$ cat config.mk
export PLATFORM = sky130hd
export DESIGN_NAME = intra_block_fetcher
export DESIGN_NICKNAME = d
export VERILOG_FILES = /design/src/rtl/intra_pkg.sv /design/src/rtl/intra_fetch_addr_gen.sv /design/src/rtl/intra_block_fetcher.sv
export SDC_FILE = /design/constraint.sdc
export NUM_CORES = 1
export LEC_CHECK = 0
export ABC_AREA = 1
export BUFFER_PORTS_ARGS = -buffer_cell sky130_fd_sc_hd__buf_2
export CORE_UTILIZATION = 30
export DETAILED_ROUTE_END_ITERATION = 8
export GPL_TIMING_DRIVEN = 0
export PLACE_DENSITY_LB_ADDON = 0.08
export SYNTH_ARGS = -nofsm -noshare
export SYNTH_HDL_FRONTEND = slang
export SYNTH_SLANG_ARGS = --single-unit
export TNS_END_PERCENT = 100
$ cat constraint.sdc
create_clock -name clk -period 3.2 [get_ports clk]
set_clock_uncertainty 0.05 [all_clocks]
set_input_delay 0.32 -clock clk [delete_from_list [all_inputs] [get_ports clk]]
set_output_delay 0.32 -clock clk [all_outputs]
set_load 0.005 [all_outputs]
$ cat src/rtl/intra_pkg.sv
`default_nettype none
// +----------------------------------------------------------------------------+
// | intra_pkg : shared types and sizing helpers for the intra block fetcher    |
// | Rev 1.0                                                                    |
// +----------------------------------------------------------------------------+
package intra_pkg;
  localparam int c_blk_min = 4;
  localparam int c_blk_mid = 8;
  localparam int c_blk_max = 16;

  typedef enum logic [1:0] {
    ST_IDLE  = 2'd0,
    ST_FETCH = 2'd1,
    ST_DRAIN = 2'd2,
    ST_DONE  = 2'd3
  } state_t;

  typedef enum logic [1:0] {
    RG_BLK  = 2'd0,
    RG_TOP  = 2'd1,
    RG_LEFT = 2'd2
  } region_t;

  typedef enum logic [1:0] {
    SB_NONE = 2'd0,
    SB_DC   = 2'd1,
    SB_REP  = 2'd2
  } subst_t;

  function automatic bit blk_legal(input int blk);
    return (blk == c_blk_min) || (blk == c_blk_mid) || (blk == c_blk_max);
  endfunction

  function automatic int n_blk(input int blk);
    return blk * blk;
  endfunction

  function automatic int n_top(input int blk);
    return 2 * blk;
  endfunction

  function automatic int n_left(input int blk);
    return blk + 1;
  endfunction

  function automatic int dc_val(input int pix_w);
    return 1 << (pix_w - 1);
  endfunction
endpackage
`default_nettype wire

$ cat src/rtl/intra_fetch_addr_gen.sv
`default_nettype none
// +----------------------------------------------------------------------------+
// | intra_fetch_addr_gen : maps a fetch slot to read strobe, address and the   |
// | destination/substitution of the returned pixel.            Rev 1.0        |
// +----------------------------------------------------------------------------+
module intra_fetch_addr_gen
  import intra_pkg::*;
#(
  parameter int FRAME_W = 256,
  parameter int BLK     = 4,
  parameter int ADDR_W  = 16,
  parameter int CW      = 5,
  parameter int IW      = 4,
  parameter int XW      = 6,
  parameter int YW      = 6
) (
  input  logic              active,
  input  logic [CW-1:0]     slot,
  input  logic [XW-1:0]     bx,
  input  logic [YW-1:0]     by,
  input  logic              top_av,
  input  logic              left_av,
  input  logic              corner_av,
  input  logic              tr_av,
  output logic              src_en,
  output logic              rec_en,
  output logic [ADDR_W-1:0] addr,
  output region_t           region,
  output logic [IW-1:0]     idx,
  output subst_t            subst
);
  localparam int c_lb    = $clog2(BLK);
  localparam int c_n_blk = n_blk(BLK);
  localparam int c_n_top = n_top(BLK);
  localparam logic [ADDR_W-1:0] c_fw  = ADDR_W'(FRAME_W);
  localparam logic [ADDR_W-1:0] c_one = ADDR_W'(1);

  logic [ADDR_W-1:0] w_x0, w_y0, w_x, w_y;
  logic [CW-1:0]     w_rel;
  logic              w_avail, w_src;

  assign w_x0 = ADDR_W'(bx) << c_lb;
  assign w_y0 = ADDR_W'(by) << c_lb;

  always_comb begin
    region  = RG_BLK;
    idx     = '0;
    subst   = SB_NONE;
    w_avail = 1'b1;
    w_src   = 1'b1;
    w_x     = w_x0;
    w_y     = w_y0;
    w_rel   = '0;
    if (slot < CW'(c_n_blk)) begin
      idx = IW'(slot);
      w_x = w_x0 + ADDR_W'(slot[c_lb-1:0]);
      w_y = w_y0 + ADDR_W'(slot >> c_lb);
    end else if (slot < CW'(c_n_blk + c_n_top)) begin
      w_rel  = slot - CW'(c_n_blk);
      region = RG_TOP;
      idx    = IW'(w_rel);
      w_src  = 1'b0;
      w_x    = w_x0 + ADDR_W'(w_rel);
      w_y    = w_y0 - c_one;
      if (w_rel < CW'(BLK)) begin
        w_avail = top_av;
        subst   = SB_DC;
      end else begin
        // Top-right falls back to the last top pixel, which is already DC if top is missing
        w_avail = tr_av;
        subst   = SB_REP;
      end
    end else begin
      w_rel  = slot - CW'(c_n_blk + c_n_top);
      region = RG_LEFT;
      idx    = IW'(w_rel);
      w_src  = 1'b0;
      w_x    = w_x0 - c_one;
      subst  = SB_DC;
      if (w_rel == '0) begin
        w_avail = corner_av;
        w_y     = w_y0 - c_one;
      end else begin
        w_avail = left_av;
        w_y     = w_y0 + ADDR_W'(w_rel) - c_one;
      end
    end
    if (w_avail) subst = SB_NONE;
  end

  assign src_en = active & w_src;
  assign rec_en = active & ~w_src & w_avail;
  assign addr   = (src_en | rec_en) ? (w_y * c_fw + w_x) : '0;
endmodule
`default_nettype wire

$ cat src/rtl/intra_block_fetcher.sv
`default_nettype none
// +----------------------------------------------------------------------------+
// | intra_block_fetcher : fetches a source block plus its top/left/corner      |
// | reconstructed neighbours for intra prediction.             Rev 1.0        |
// +----------------------------------------------------------------------------+
module intra_block_fetcher
  import intra_pkg::*;
#(
  parameter int FRAME_W = 256,
  parameter int FRAME_H = 256,
  parameter int BLK     = 4,
  parameter int PIX_W   = 8,
  parameter int ADDR_W  = $clog2(FRAME_W * FRAME_H)
) (
  input  logic                            clk,
  input  logic                            reset,
  input  logic                            in_valid,
  output logic                            in_ready,
  input  logic [$clog2(FRAME_W/BLK)-1:0]  blk_x,
  input  logic [$clog2(FRAME_H/BLK)-1:0]  blk_y,
  input  logic                            top_right_avail,
  output logic                            src_rd_en,
  output logic [ADDR_W-1:0]               src_rd_addr,
  input  logic [PIX_W-1:0]                src_rd_data,
  output logic                            rec_rd_en,
  output logic [ADDR_W-1:0]               rec_rd_addr,
  input  logic [PIX_W-1:0]                rec_rd_data,
  output logic                            out_valid,
  input  logic                            out_ready,
  output logic [BLK*BLK*PIX_W-1:0]        blk_pix,
  output logic [2*BLK*PIX_W-1:0]          top_pix,
  output logic [(BLK+1)*PIX_W-1:0]        left_pix
);
  localparam int c_xw     = $clog2(FRAME_W / BLK);
  localparam int c_yw     = $clog2(FRAME_H / BLK);
  localparam int c_n_slot = n_blk(BLK) + n_top(BLK) + n_left(BLK);
  localparam int c_cw     = $clog2(c_n_slot);
  localparam int c_iw     = $clog2(n_blk(BLK));
  localparam logic [PIX_W-1:0] c_dc     = PIX_W'(dc_val(PIX_W));
  localparam logic [c_xw-1:0]  c_last_x = c_xw'(FRAME_W / BLK - 1);
  localparam logic [c_cw-1:0]  c_last_c = c_cw'(c_n_slot - 1);

  generate
    if (!blk_legal(BLK)) begin : g_bad_blk
      $error("intra_block_fetcher: BLK must be 4, 8 or 16");
    end
    if ((FRAME_W % BLK) != 0 || (FRAME_H % BLK) != 0) begin : g_bad_frame
      $error("intra_block_fetcher: FRAME_W and FRAME_H must be multiples of BLK");
    end
  endgenerate

  state_t            r_state;
  logic [c_cw-1:0]   r_cnt;
  logic [c_xw-1:0]   r_bx;
  logic [c_yw-1:0]   r_by;
  logic              r_tra, r_in_ready, r_out_valid;
  logic              w_active, w_top_av, w_left_av, w_corner_av, w_tr_av;
  logic              w_src_en, w_rec_en;
  logic [ADDR_W-1:0] w_addr;
  region_t           w_region, r_cap_region;
  logic [c_iw-1:0]   w_idx, r_cap_idx;
  subst_t            w_subst, r_cap_subst;
  logic              r_cap_vld;
  logic [PIX_W-1:0]  w_cap_pix;

  assign w_active    = (r_state == ST_FETCH);
  assign w_top_av    = (r_by != '0);
  assign w_left_av   = (r_bx != '0);
  assign w_corner_av = w_top_av & w_left_av;
  assign w_tr_av     = w_top_av & r_tra & (r_bx != c_last_x);

  intra_fetch_addr_gen #(
    .FRAME_W (FRAME_W),
    .BLK     (BLK),
    .ADDR_W  (ADDR_W),
    .CW      (c_cw),
    .IW      (c_iw),
    .XW      (c_xw),
    .YW      (c_yw)
  ) u_addr_gen (
    .active    (w_active),
    .slot      (r_cnt),
    .bx        (r_bx),
    .by        (r_by),
    .top_av    (w_top_av),
    .left_av   (w_left_av),
    .corner_av (w_corner_av),
    .tr_av     (w_tr_av),
    .src_en    (w_src_en),
    .rec_en    (w_rec_en),
    .addr      (w_addr),
    .region    (w_region),
    .idx       (w_idx),
    .subst     (w_subst)
  );

  assign src_rd_en   = w_src_en;
  assign rec_rd_en   = w_rec_en;
  assign src_rd_addr = w_src_en ? w_addr : '0;
  assign rec_rd_addr = w_rec_en ? w_addr : '0;
  assign in_ready    = r_in_ready;
  assign out_valid   = r_out_valid;

  always_ff @(posedge clk) begin
    if (!reset) begin
      r_state     <= ST_IDLE;
      r_cnt       <= '0;
      r_bx        <= '0;
      r_by        <= '0;
      r_tra       <= 1'b0;
      r_in_ready  <= 1'b0;
      r_out_valid <= 1'b0;
    end else begin
      case (r_state)
        ST_IDLE: begin
          if (in_valid && r_in_ready) begin
            r_bx       <= blk_x;
            r_by       <= blk_y;
            r_tra      <= top_right_avail;
            r_cnt      <= '0;
            r_in_ready <= 1'b0;
            r_state    <= ST_FETCH;
          end else begin
            r_in_ready <= 1'b1;
          end
        end
        ST_FETCH: begin
          if (r_cnt == c_last_c) begin
            r_cnt   <= '0;
            r_state <= ST_DRAIN;
          end else begin
            r_cnt <= r_cnt + 1'b1;
          end
        end
        ST_DRAIN: begin
          r_out_valid <= 1'b1;
          r_state     <= ST_DONE;
        end
        default: begin
          if (out_ready) begin
            r_out_valid <= 1'b0;
            r_in_ready  <= 1'b1;
            r_state     <= ST_IDLE;
          end
        end
      endcase
    end
  end

  // Slot descriptor travels one cycle alongside the memory read latency
  always_ff @(posedge clk) begin
    if (!reset) begin
      r_cap_vld    <= 1'b0;
      r_cap_region <= RG_BLK;
      r_cap_idx    <= '0;
      r_cap_subst  <= SB_NONE;
    end else begin
      r_cap_vld    <= w_active;
      r_cap_region <= w_region;
      r_cap_idx    <= w_idx;
      r_cap_subst  <= w_subst;
    end
  end

  always_comb begin
    w_cap_pix = (r_cap_region == RG_BLK) ? src_rd_data : rec_rd_data;
    if (r_cap_subst == SB_DC)  w_cap_pix = c_dc;
    if (r_cap_subst == SB_REP) w_cap_pix = top_pix[(BLK-1)*PIX_W +: PIX_W];
  end

  always_ff @(posedge clk) begin
    if (!reset) begin
      blk_pix  <= '0;
      top_pix  <= '0;
      left_pix <= '0;
    end else if (r_cap_vld) begin
      case (r_cap_region)
        RG_BLK:  blk_pix[r_cap_idx*PIX_W +: PIX_W]  <= w_cap_pix;
        RG_TOP:  top_pix[r_cap_idx*PIX_W +: PIX_W]  <= w_cap_pix;
        default: left_pix[r_cap_idx*PIX_W +: PIX_W] <= w_cap_pix;
      endcase
    end
  end
endmodule
`default_nettype wire

Word level (Yosys, flattened, before mapping)
Index checks and enable logic that the tools add are counted.
{"block": "classes", "n_shift": 6, "bitwise_logic": 13, "muxes": 36, "n_reduce_logical": 24, "eq_ne": 9, "magnitude_cmp": 3, "addsub": 12}
{"cell": "$bwmux W128", "count": 1}
{"cell": "$shift A8 B34 Y128 const A", "count": 1}
{"cell": "$shiftx A8 B34 Y128", "count": 1}
{"cell": "$mux W16", "count": 5}
{"cell": "$bwmux W64", "count": 1}
{"cell": "$shift A8 B34 Y64 const A", "count": 1}
{"cell": "$shiftx A8 B34 Y64", "count": 1}
{"cell": "$mux W8", "count": 6}
{"cell": "$bwmux W40", "count": 1}
{"cell": "$shift A8 B34 Y40 const A", "count": 1}
{"cell": "$shiftx A8 B34 Y40", "count": 1}
{"cell": "$neg A7 Y34", "count": 1}
{"cell": "$add A16 B16 Y16", "count": 1}
{"cell": "$sub A8 B1 Y8 const B", "count": 2}
{"cell": "$reduce_and A2 Y1", "count": 7}
{"cell": "$reduce_bool A6 Y1", "count": 2}
{"cell": "$lt A5 B5 Y1 const B", "count": 2}
{"cell": "$mux W2", "count": 5}
{"cell": "$mux W5", "count": 2}
{"cell": "$pmux W5 S2", "count": 1}
{"cell": "$sub A5 B5 Y5 const B", "count": 2}
{"cell": "$add A8 B2 Y9", "count": 1}
{"cell": "$add A8 B5 Y9", "count": 1}
{"cell": "$mux W1", "count": 9}
{"cell": "25 further kinds", "count": 47}
{"block": "word_totals", "output_inout_bits": 268, "in_bits": 33, "elab_cells": 118, "ff_bits": 263}

Logic depth before layout (Yosys ltp)
Gate-level depths: netlist of the first run.
{"block": "depth", "word_depth": 10, "mapped_depth": 20, "ltp_nobuf": 20}

By module
Synthesis of the first run repeated with hierarchy kept, for this count alone.
{"block": "hier_totals", "hier_cells": 1766, "hier_area_um2": 12389.4}
{"module": "intra_block_fetcher", "area_each_um2": 10915.5, "cells_per_inst": 1516, "instances": 1}
{"module": "intra_fetch_addr_gen", "area_each_um2": 1473.9, "cells_per_inst": 250, "instances": 1}

Worst setup path before layout of the first run
No wires, ideal clock.
{"block": "synth_timing", "path_type": "reg-to-output", "start": "register r_cnt[3]", "end": "output rec_rd_addr[15]", "n_path_buf": 0, "t_arrival_ns": 2.947, "path_stages_with_launch": 19, "path_slack_ns": -0.117, "cell_sequence": "dfxtp_1 > inv_1 > ha_1 > xor2_1 > ha_1 > nand2_1 > nand2_1 > a21oi_1 > or2_2 > nand3_1 > a21oi_1 > ha_1 > a21oi_1 > o21ai_0 > a31oi_1 > inv_1 > nand3_1 > nand2_1 > nor2_1"}
{"block": "synth_between", "elab_chain_len": 9, "elab_cells_between_ends": 28, "cone_classes": "7 x add/sub; 3 x order compare; 12 x mux; 5 x bitwise; 1 x reduce/logical"}
{"item": "start: declaration", "line": "intra_block_fetcher.sv:53", "source": "logic [c_cw-1:0] r_cnt;"}
{"item": "start signal: assignment", "line": "intra_block_fetcher.sv:132", "source": "r_cnt <= r_cnt + 1'b1;"}
{"item": "$sub A5 B5 Y5, on equally long branches", "line": "intra_fetch_addr_gen.sv:74, intra_fetch_addr_gen.sv:59"}
{"item": "$add A8 B5 Y8 (tied with other cells)", "line": "intra_fetch_addr_gen.sv:85", "source": "w_y = w_y0 + ADDR_W'(w_rel) - c_one;"}
{"item": "$sub A8 B1 Y8 (tied with other cells)", "line": "intra_fetch_addr_gen.sv:85"}
{"item": "$mux W8 or $mux W1 (tied branches)", "line": "intra_fetch_addr_gen.sv:80, intra_fetch_addr_gen.sv:58"}
{"item": "$mux W8 or $mux W1 (tied branches)", "line": "intra_fetch_addr_gen.sv:58, intra_fetch_addr_gen.sv:54"}
{"item": "$mux W8 or $and A1 B1 Y1 (tied branches)", "line": "intra_fetch_addr_gen.sv:54, intra_fetch_addr_gen.sv:92"}
{"item": "$add A16 B16 Y16 or $or A1 B1 Y1 (tied branches)", "line": "intra_fetch_addr_gen.sv:93", "source": "assign addr = (src_en | rec_en) ? (w_y * c_fw + w_x) : '0;"}
{"item": "$mux W16", "line": "intra_fetch_addr_gen.sv:93"}
{"item": "$mux W16 *", "line": "intra_block_fetcher.sv:100", "source": "assign rec_rd_addr = w_rec_en ? w_addr : '0;"}
{"item": "end: declaration", "line": "intra_block_fetcher.sv:26", "source": "output logic [ADDR_W-1:0] rec_rd_addr,"}
Mark *: on every way between the ends. The rest lies on a longest branch, timed or not.

Worst setup path in the final report of the first run
{"block": "layout_timing", "start": "register r_cnt[3]", "end": "output src_rd_addr[15]"}
{"block": "layout_between", "elab_chain_len": 9, "elab_cells_between_ends": 28, "cone_classes": "7 x add/sub; 3 x order compare; 12 x mux; 5 x bitwise; 1 x reduce/logical"}
{"item": "$sub A5 B5 Y5, on equally long branches", "line": "intra_fetch_addr_gen.sv:74, intra_fetch_addr_gen.sv:59"}
{"item": "$add A8 B5 Y8 (tied with other cells)", "line": "intra_fetch_addr_gen.sv:85"}
{"item": "$sub A8 B1 Y8 (tied with other cells)", "line": "intra_fetch_addr_gen.sv:85"}
{"item": "$mux W8 or $mux W1 (tied branches)", "line": "intra_fetch_addr_gen.sv:80, intra_fetch_addr_gen.sv:58"}
{"item": "$mux W8 or $mux W1 (tied branches)", "line": "intra_fetch_addr_gen.sv:58, intra_fetch_addr_gen.sv:54"}
{"item": "$mux W8 or $and A1 B1 Y1 (tied branches)", "line": "intra_fetch_addr_gen.sv:54, intra_fetch_addr_gen.sv:92"}
{"item": "$add A16 B16 Y16 or $or A1 B1 Y1 (tied branches)", "line": "intra_fetch_addr_gen.sv:93"}
{"item": "$mux W16", "line": "intra_fetch_addr_gen.sv:93"}
{"item": "$mux W16 *", "line": "intra_block_fetcher.sv:99", "source": "assign src_rd_addr = w_src_en ? w_addr : '0;"}
{"item": "end: declaration", "line": "intra_block_fetcher.sv:23", "source": "output logic [ADDR_W-1:0] src_rd_addr,"}
Marked as above.

==> impl_metrics.env, run 1 <==
export IMPL_drt_initial_drc_count=891
export IMPL_core_area_um2=38830
export IMPL_syn_area_um2=11840
export IMPL_power_density_nw_per_um2=544.8
export IMPL_cp_data_arrival_time_ns=3.46
export IMPL_syn_area_per_cell_um2=7.475
export IMPL_ir_worst_vdd_uv=410.2
export IMPL_dieArea_um2=40270
export IMPL_ys_dominant_reg_cell="dfxtp_1"
export IMPL_crit_required_ns=2.83
export IMPL_routed_via_density=4.906
export IMPL_numCtsBuffers=31
export IMPL_clockRootBuffer="clkbuf_16"
export IMPL_dieHeight_um=200.7
export IMPL_ant_nets=0
export IMPL_antenna_found_initial=1
export IMPL_topRoutingLayerUsed="met4"
export IMPL_totalWireLength_um=48510
export IMPL_final_util_pct=40.84
export IMPL_clkTransAtPathRegs_ns=0.06
export IMPL_async_reset_ff_share_pct=0
export IMPL_synthXorXnorAreaFrac_pct=0.9511
export IMPL_fin_tns_setup_ns=-5.772
export IMPL_met1Wirelength_um=23140
export IMPL_max_slew_margin_rel_pct=28.44
export IMPL_fin_crit_ns=3.829
export IMPL_ys_warn_count=0
export IMPL_drc=0
export IMPL_dp_hpwl_um=37220
export IMPL_grt_max_degree=15
export IMPL_overflow=0
export IMPL_layout_nets=2031
export IMPL_cp_end_kind="output port"
export IMPL_critical_path_cell_chain="inv_6, ha_4, xor2_4, ha_4, nand2_2, nand2_2, a21oi_2, or2_4, nand3_4, a21oi_4, ha_4, a21oi_2, o21ai_1, a31oi_1, inv_1, nand3_2, nand2_4, nor2_4, buf_2"
export IMPL_wl_met2_um=20650
export IMPL_die_w_um=200.7
export IMPL_worst_pin_slew_ns=1.073
export IMPL_wl_met3_um=3549
export IMPL_maxCapViolCount=0
export IMPL_worstSkewPairLatency_ns=0.55
export IMPL_min_path_type="in -> reg"
export IMPL_grt_pass1_vias=11540
export IMPL_drt_first_pass_iters=5
export IMPL_htree_levels=1
export IMPL_post_synth_mux_area_share_pct=0
export IMPL_drive_gt1_share_pct=28.66
export IMPL_finalHoldViolCount=0
export IMPL_cpMaxStageDelayCell="dfxtp_4"
export IMPL_failed_checks="negative setup slack"
export IMPL_worst_path_max_fanout=5
export IMPL_ys_ff_latch=263
export IMPL_via_count=12230
export IMPL_run_status="complete, but fails checks"
export IMPL_synth_simple_gate_area_share_pct=22.05
export IMPL_synth_edf_count=0
export IMPL_fin_crit_sh_pct=119.7
export IMPL_setup_violations_final=21
export IMPL_grt_pass1_wl_um=71680
export IMPL_synth_cells=1584
export IMPL_worst_setup_path_start_kind="flop"
export IMPL_timing_fmax_mhz=261.2
export IMPL_cts_tree="done"
export IMPL_syn2layout_area_growth_pct=33.94
export IMPL_yosys_area_share_adder_pct=4.312
export IMPL_ioPinCount=301
export IMPL_synth_top_family_by_area="simple AND/OR/NAND/NOR gates"
export IMPL_leakage_nw=7.295
export IMPL_cp_slowest_stage_delay_ns=0.41
export IMPL_fin_hold_ws_ns=0.03373
export IMPL_rsz0062_at_grt="true"
export IMPL_io_buffer_count=300
export IMPL_yosysSeqAreaShare_pct=44.47
export IMPL_place_congestion=0.8858
export IMPL_netlist_cell_type_count=45
export IMPL_synth_fp_nets=1656
export IMPL_synth_compound_area_share_pct=19.78
export IMPL_setup_slack_ns=-0.6289
export IMPL_placementRows=72
export IMPL_drv_slew=0
export IMPL_cts_max_path_buffers=3
export IMPL_wl_per_cell_um=19.46
export IMPL_diodes=0
export IMPL_grt_usage_pct=23.28
export IMPL_initial_core_util_pct=30.49
export IMPL_critPathMostFrequentCell="ha_4"
export IMPL_criticalPathCategory="reg -> out"
export IMPL_clock_sinks=263
area by class of cell:
class,count,area [µm²]
buffer,80,406.6
clock buffer,42,877.1
clock inverter,7,115.1
fill,4098,22970
inverter,167,659.4
multi-input combinational,1074,6000
sequential,263,5281
tap,518,648.1
timing repair buffer,342,1872
timing repair:
action | 4_1_cts | 5_1_grt
setup buffers | 28 | 9
endpoints found under the hold margin | 4 | 0
gates resized for setup | 96 | 48
hold buffers | 4 | 0
pin swaps | 37 | 37
endpoints found under the setup margin | 32 | 42
gates cloned | 0 | 1
power breakdown:
group | internal [mW] | switching (mW) | total [mW]
logic | 0.558 | 1.13 | 1.68
clock network | 2.12 | 1.38 | 3.50
registers | 3.37 | 0.0877 | 3.46
final timing paths:
| check | startpoint | endpoint | slack, ns | cells past startpoint |
|---|---|---|---|---|
| max | r_cnt[3] | src_rd_addr[15] | -0.63 | 19 |
| min reg2reg | top_pix[16] | top_pix[16] | 0.39 | 2 |
| min | blk_y[1] | r_by[1] | 0.03 | 3 |
| max reg2reg | r_cap_idx[0] | left_pix[12] | 0.16 | 11 |
kinds of logic after synthesis:
group,count (synthesis)
simple gates,577
compound gates,446
flops,263
buf+inv,247
fa+ha+maj,39
xor+xnor,12
worst max-delay path, delay by kind of cell (launching register included):
| family | cells | cell delay [ns] |
|---|---|---|
| flops | 1 | 0.41 |
| fa+ha+maj | 3 | 0.78 |
| xor+xnor | 1 | 0.18 |
| buf+inv | 3 | 0.24 |
| compound gates | 5 | 0.73 |
| simple gates | 7 | 0.56 |
state kept, by name (all words and copies together), names as in the netlist:
name / cells
blk_pix: 128
top_pix: 64
left_pix: 40
r_bx: 6
r_by: 6
r_cnt: 5
r_cap_idx: 4
r_cap_region: 2
r_cap_subst: 2
r_state: 2
in_ready: 1
out_valid: 1
r_cap_vld: 1
r_tra: 1
placed cells by master, fill, tap and decap left out, types with 4 or more instances in the layout:
cell           count
a21oi_1          190
dfxtp_1          256
buf_6              6
nor3_1            15
inv_4              6
o21ai_1           12
clkbuf_1          44
nand2_1          187
a211oi_1          13
nand2_2           18
clkbuf_8           6
nand3_1           66
dlygate4sd3_1      4
ha_4              10
nand3_2            9
nor2_1           199
nor2_4            11
o211ai_1           6
nor2_2            15
o21ai_0          190
o21a_1            14
xor2_1             6
inv_1            135
buf_4             41
nor4_1             7
nand4_1           26
nand3_4            5
or2_2              4
dfxtp_2            4
buf_2            321
clkbuf_16         32
nor3_4             4
a21oi_2            5
buf_1              4
ha_1              25
inv_2             24
o21ai_2            6
metrics by stage:
step	instance area, µm²	std cells	setup WS, ns	power (mW)
4_1_cts	15570	2483	-0.6556	8.594
3_5_place_dp	13990	2402	-0.6167	4.950
5_1_grt	15860	2493	-0.8601	9.035
3_3_place_gp	13990	2402	-0.6294	4.944
2_1_floorplan	11840	1584	0.02324	4.455
6_report	15860	2493	-0.6289	8.640
synthesized netlist by cell type, drive strengths merged, types with 2 or more instances:
master | instances | area, µm²
nand4 | 27 | 183.9
a211oi | 14 | 105.1
nor3 | 21 | 155.2
nand3 | 80 | 437.9
dfxtp | 263 | 5265
ha | 36 | 450.4
nor2 | 225 | 927.1
buf | 37 | 207.7
o31ai | 2 | 15.01
a21oi | 198 | 991.0
inv | 166 | 625.6
nor3b | 2 | 15.01
nand2 | 208 | 803.3
xnor2 | 4 | 42.55
or2 | 6 | 37.54
o21a | 14 | 105.1
nor4 | 7 | 43.79
fa | 3 | 60.06
xor2 | 8 | 70.07
clkbuf | 43 | 161.4
o211ai | 6 | 45.04
o21ai | 208 | 1052
per-layer routing:
metal  global-route usage, %  up-vias
met4                   5.453        0
met2                   35.34      421
met3                   4.367       70
li1                        -     6019
met1                   33.83     5721
met5                       0        -
(Power assumes the default switching activity.)
==> inputs of run 2 (changes only) <==
--- a/config.mk
+++ b/config.mk
@@ -6,6 +6,7 @@
 export NUM_CORES = 1
 export LEC_CHECK = 0
 export ABC_AREA = 1
+export ABC_CLOCK_PERIOD_IN_PS = 3200
 export BUFFER_PORTS_ARGS = -buffer_cell sky130_fd_sc_hd__buf_2
 export CORE_UTILIZATION = 30
 export DETAILED_ROUTE_END_ITERATION = 8
@@ -13,5 +14,6 @@
 export PLACE_DENSITY_LB_ADDON = 0.08
 export SYNTH_ARGS = -nofsm -noshare
 export SYNTH_HDL_FRONTEND = slang
+export SYNTH_HIERARCHICAL = 1
 export SYNTH_SLANG_ARGS = --single-unit
 export TNS_END_PERCENT = 100
==> run 2 against run 1 <==
Against the previous run:
- the run still ends with negative setup slack left
- count of clock-buffer cells in the layout increased by 3
- clock power about the same
- worst hold slack better by 0.030 ns
- fmax down 6.6%
- utilization is essentially flat
- cell area up 5.0%
- flip-flop and latch count unchanged
- global-route usage is 0.34 points lower
- largest power group unchanged
==> impl_metrics.env, run 2 <==
export IMPL_run_status="complete, but fails checks"
export IMPL_failed_checks="negative setup slack"
export IMPL_syn_area_um2=12390
export IMPL_worst_path_max_fanout=3
export IMPL_grt_max_degree=17
export IMPL_ir_worst_vdd_uv=417.1
export IMPL_cp_end_kind="output port"
export IMPL_fin_crit_ns=4.101
export IMPL_dieArea_um2=42120
export IMPL_regArea_um2=5286
export IMPL_criticalPathCategory="reg -> out"
export IMPL_setup_violations_final=28
export IMPL_layout_nets=2230
export IMPL_multiInputGateArea_um2=6451
export IMPL_htree_levels=1
export IMPL_critical_path_cell_chain="clkinvlp_4, ha_4, nand2_1, ha_1, a21oi_1, nand3_2, a21oi_2, o21ai_1, a21oi_2, nor2_2, ha_1, a21oi_2, o31ai_4, a21oi_2, a21oi_2, nor2_2, nand2_1, inv_1, buf_2"
export IMPL_yosysSeqAreaShare_pct=42.50
export IMPL_overflow=0
export IMPL_fin_crit_sh_pct=128.2
export IMPL_place_ws_ns=-0.6927
export IMPL_yosys_area_share_adder_pct=3.918
export IMPL_yosysMostFrequentCell="nor2_1"
export IMPL_grt_pass1_wl_um=73420
export IMPL_max_slew_margin_rel_pct=45.19
export IMPL_cp_data_arrival_time_ns=3.73
export IMPL_cpMaxStageDelayCell="dfxtp_4"
export IMPL_worst_pin_slew_ns=0.8221
export IMPL_dp_cells=2598
export IMPL_synth_fp_nets=1836
export IMPL_drt_initial_drc_count=753
export IMPL_largest_register_ffs=128
export IMPL_drc=0
export IMPL_synth_top_family_by_area="simple AND/OR/NAND/NOR gates"
export IMPL_dieHeight_um=205.2
export IMPL_grt_usage_pct=22.94
export IMPL_dp_hpwl_um=37210
export IMPL_fin_hold_ws_ns=0.06389
export IMPL_core_area_um2=40740
export IMPL_die_w_um=205.2
export IMPL_syn_area_per_cell_um2=7.016
export IMPL_netlist_area_leader_share_pct=42.50
export IMPL_clkTransAtPathRegs_ns=0.06
export IMPL_leakage_nw=8.206
export IMPL_placementRows=74
export IMPL_setup_slack_ns=-0.9009
export IMPL_ys_warn_count=6
export IMPL_totalWireLength_um=49500
export IMPL_ant_nets=0
export IMPL_routed_via_density=4.808
export IMPL_syn2layout_area_growth_pct=34.41
export IMPL_largestRegisters="blk_pix: 128 flops, top_pix: 64 flops, left_pix: 40 flops"
export IMPL_synth_cells=1766
export IMPL_drive_gt1_share_pct=27.06
export IMPL_ys_ff_latch=263
export IMPL_critPathMostFrequentCell="a21oi_2"
export IMPL_initial_core_util_pct=30.41
export IMPL_whs_path_depth=3
export IMPL_synth_simple_gate_area_share_pct=27.28
export IMPL_finalHoldViolCount=0
export IMPL_drv_slew=0
export IMPL_cts_max_path_buffers=3
export IMPL_synth_edf_count=0
export IMPL_via_count=13040
export IMPL_synth_area_leaders="dfxtp_1, nor2_1, nand2_1"
export IMPL_maxCapViolCount=0
export IMPL_io_buffer_count=300
export IMPL_netlist_cell_type_count=46
export IMPL_synth_common_cells="nor2_1, nand2_1, dfxtp_1, o21ai_0, inv_1"
export IMPL_numCtsBuffers=31
export IMPL_crit_required_ns=2.83
export IMPL_power_density_nw_per_um2=538.4
export IMPL_post_synth_mux_area_share_pct=0
export IMPL_wl_per_cell_um=18.25
export IMPL_worstSkewPairLatency_ns=0.59
export IMPL_timing_fmax_mhz=243.8
export IMPL_fill_cells=4351
export IMPL_layout_common_cells="buf_2, nor2_1, nand2_1"
export IMPL_min_path_type="in -> reg"
export IMPL_clockRootBuffer="clkbuf_16"
export IMPL_async_reset_ff_share_pct=0
export IMPL_worst_setup_path_start_kind="flop"
export IMPL_cp_slowest_stage_delay_ns=0.37
export IMPL_clock_sinks=263
export IMPL_yosysTopAreaCell="dfxtp_1"
export IMPL_synthXorXnorAreaFrac_pct=0.7675
export IMPL_ys_dominant_reg_cell="dfxtp_1"
export IMPL_synth_compound_area_share_pct=16.40
export IMPL_place_congestion=0.8421
export IMPL_diodes=0
export IMPL_final_cells=2712
export IMPL_grt_pass1_vias=12330
export IMPL_final_common_cell="buf_2"
export IMPL_top_register="blk_pix"
export IMPL_rsz0062_at_grt="true"
export IMPL_antenna_found_initial=0
export IMPL_ff2ff_path_depth=11
export IMPL_ioPinCount=301
export IMPL_cts_tree="done"
export IMPL_drt_first_pass_iters=5
## run 2: per-layer routing
metal / up-vias / global-route usage, % / share of wire, %
met5: - / 0 / 0
met4: 0 / 6.455 / 2.5
met3: 67 / 2.962 / 5.1
met2: 384 / 35.55 / 44
met1: 6108 / 33.08 / 49
li1: 6479 / - / -
## run 2: what timing repair did
| item | in CTS | in global routing |
|---|---|---|
| gates resized for setup | 85 | 72 |
| endpoints found under the setup margin | 47 | 66 |
| setup buffers | 33 | 15 |
| hold buffers | 12 | 0 |
| endpoints found under the hold margin | 12 | 0 |
| pin swaps | 42 | 40 |
| gates cloned | 0 | 1 |
## run 2: per-stage QoR
stage               utilization [%]  total power [mW]  setup TNS, ns  cell area (µm²)
finish                        40.88             8.965         -9.596            16650
global route                  40.88             9.390         -15.41            16650
CTS                           39.88             8.828         -8.317            16250
detailed placement            35.78             5.101         -8.936            14580
global placement              35.78             5.086         -8.644            14580
floorplan                         -             4.581              0            12410
## run 2: worst max-delay path: cells and delay by family (launching register included)
| family | cells | cell delay (ns) |
|---|---|---|
| AOI/OAI and AO/OA | 8 | 1.07 |
| adders and majority gates | 3 | 0.95 |
| buffers and inverters | 3 | 0.27 |
| DFF | 1 | 0.37 |
| and+or+nand+nor | 5 | 0.46 |
## run 2: final timing paths
check          startpoint              end  slack, ns
max              r_cnt[3]  src_rd_addr[15]      -0.90
min              blk_y[5]          r_by[5]       0.06
max reg2reg  r_cap_idx[0]      top_pix[44]       0.16
min reg2reg    top_pix[7]       top_pix[7]       0.42
## run 2: where the power goes
group	switching [mW]	total, mW	internal (mW)
Combinational	1.27	1.96	0.691
Sequential	0.108	3.48	3.37
Clock	1.49	3.53	2.04
Total	2.86	8.97	6.10
## run 2: area by class of cell
cell class / count / share of cell area, %
Buffer: 73 / 2.374
Clock buffer: 45 / 5.455
Clock inverter: 8 / 0.5635
Inverter: 206 / 4.801
Multi-Input combinational cell: 1224 / 38.74
Sequential cell: 263 / 31.75
Tap cell: 532 / 3.997
Timing Repair Buffer: 361 / 12.32
## run 2: cell families (layout without fill, tap and decap cells)
family,Yosys count,in the layout
AOI/OAI and AO/OA,390,390
xor gates and xnor gates,10,10
adders and majority gates,37,37
buffers and inverters,279,693
DFF,263,263
and+or+nand+nor,787,787
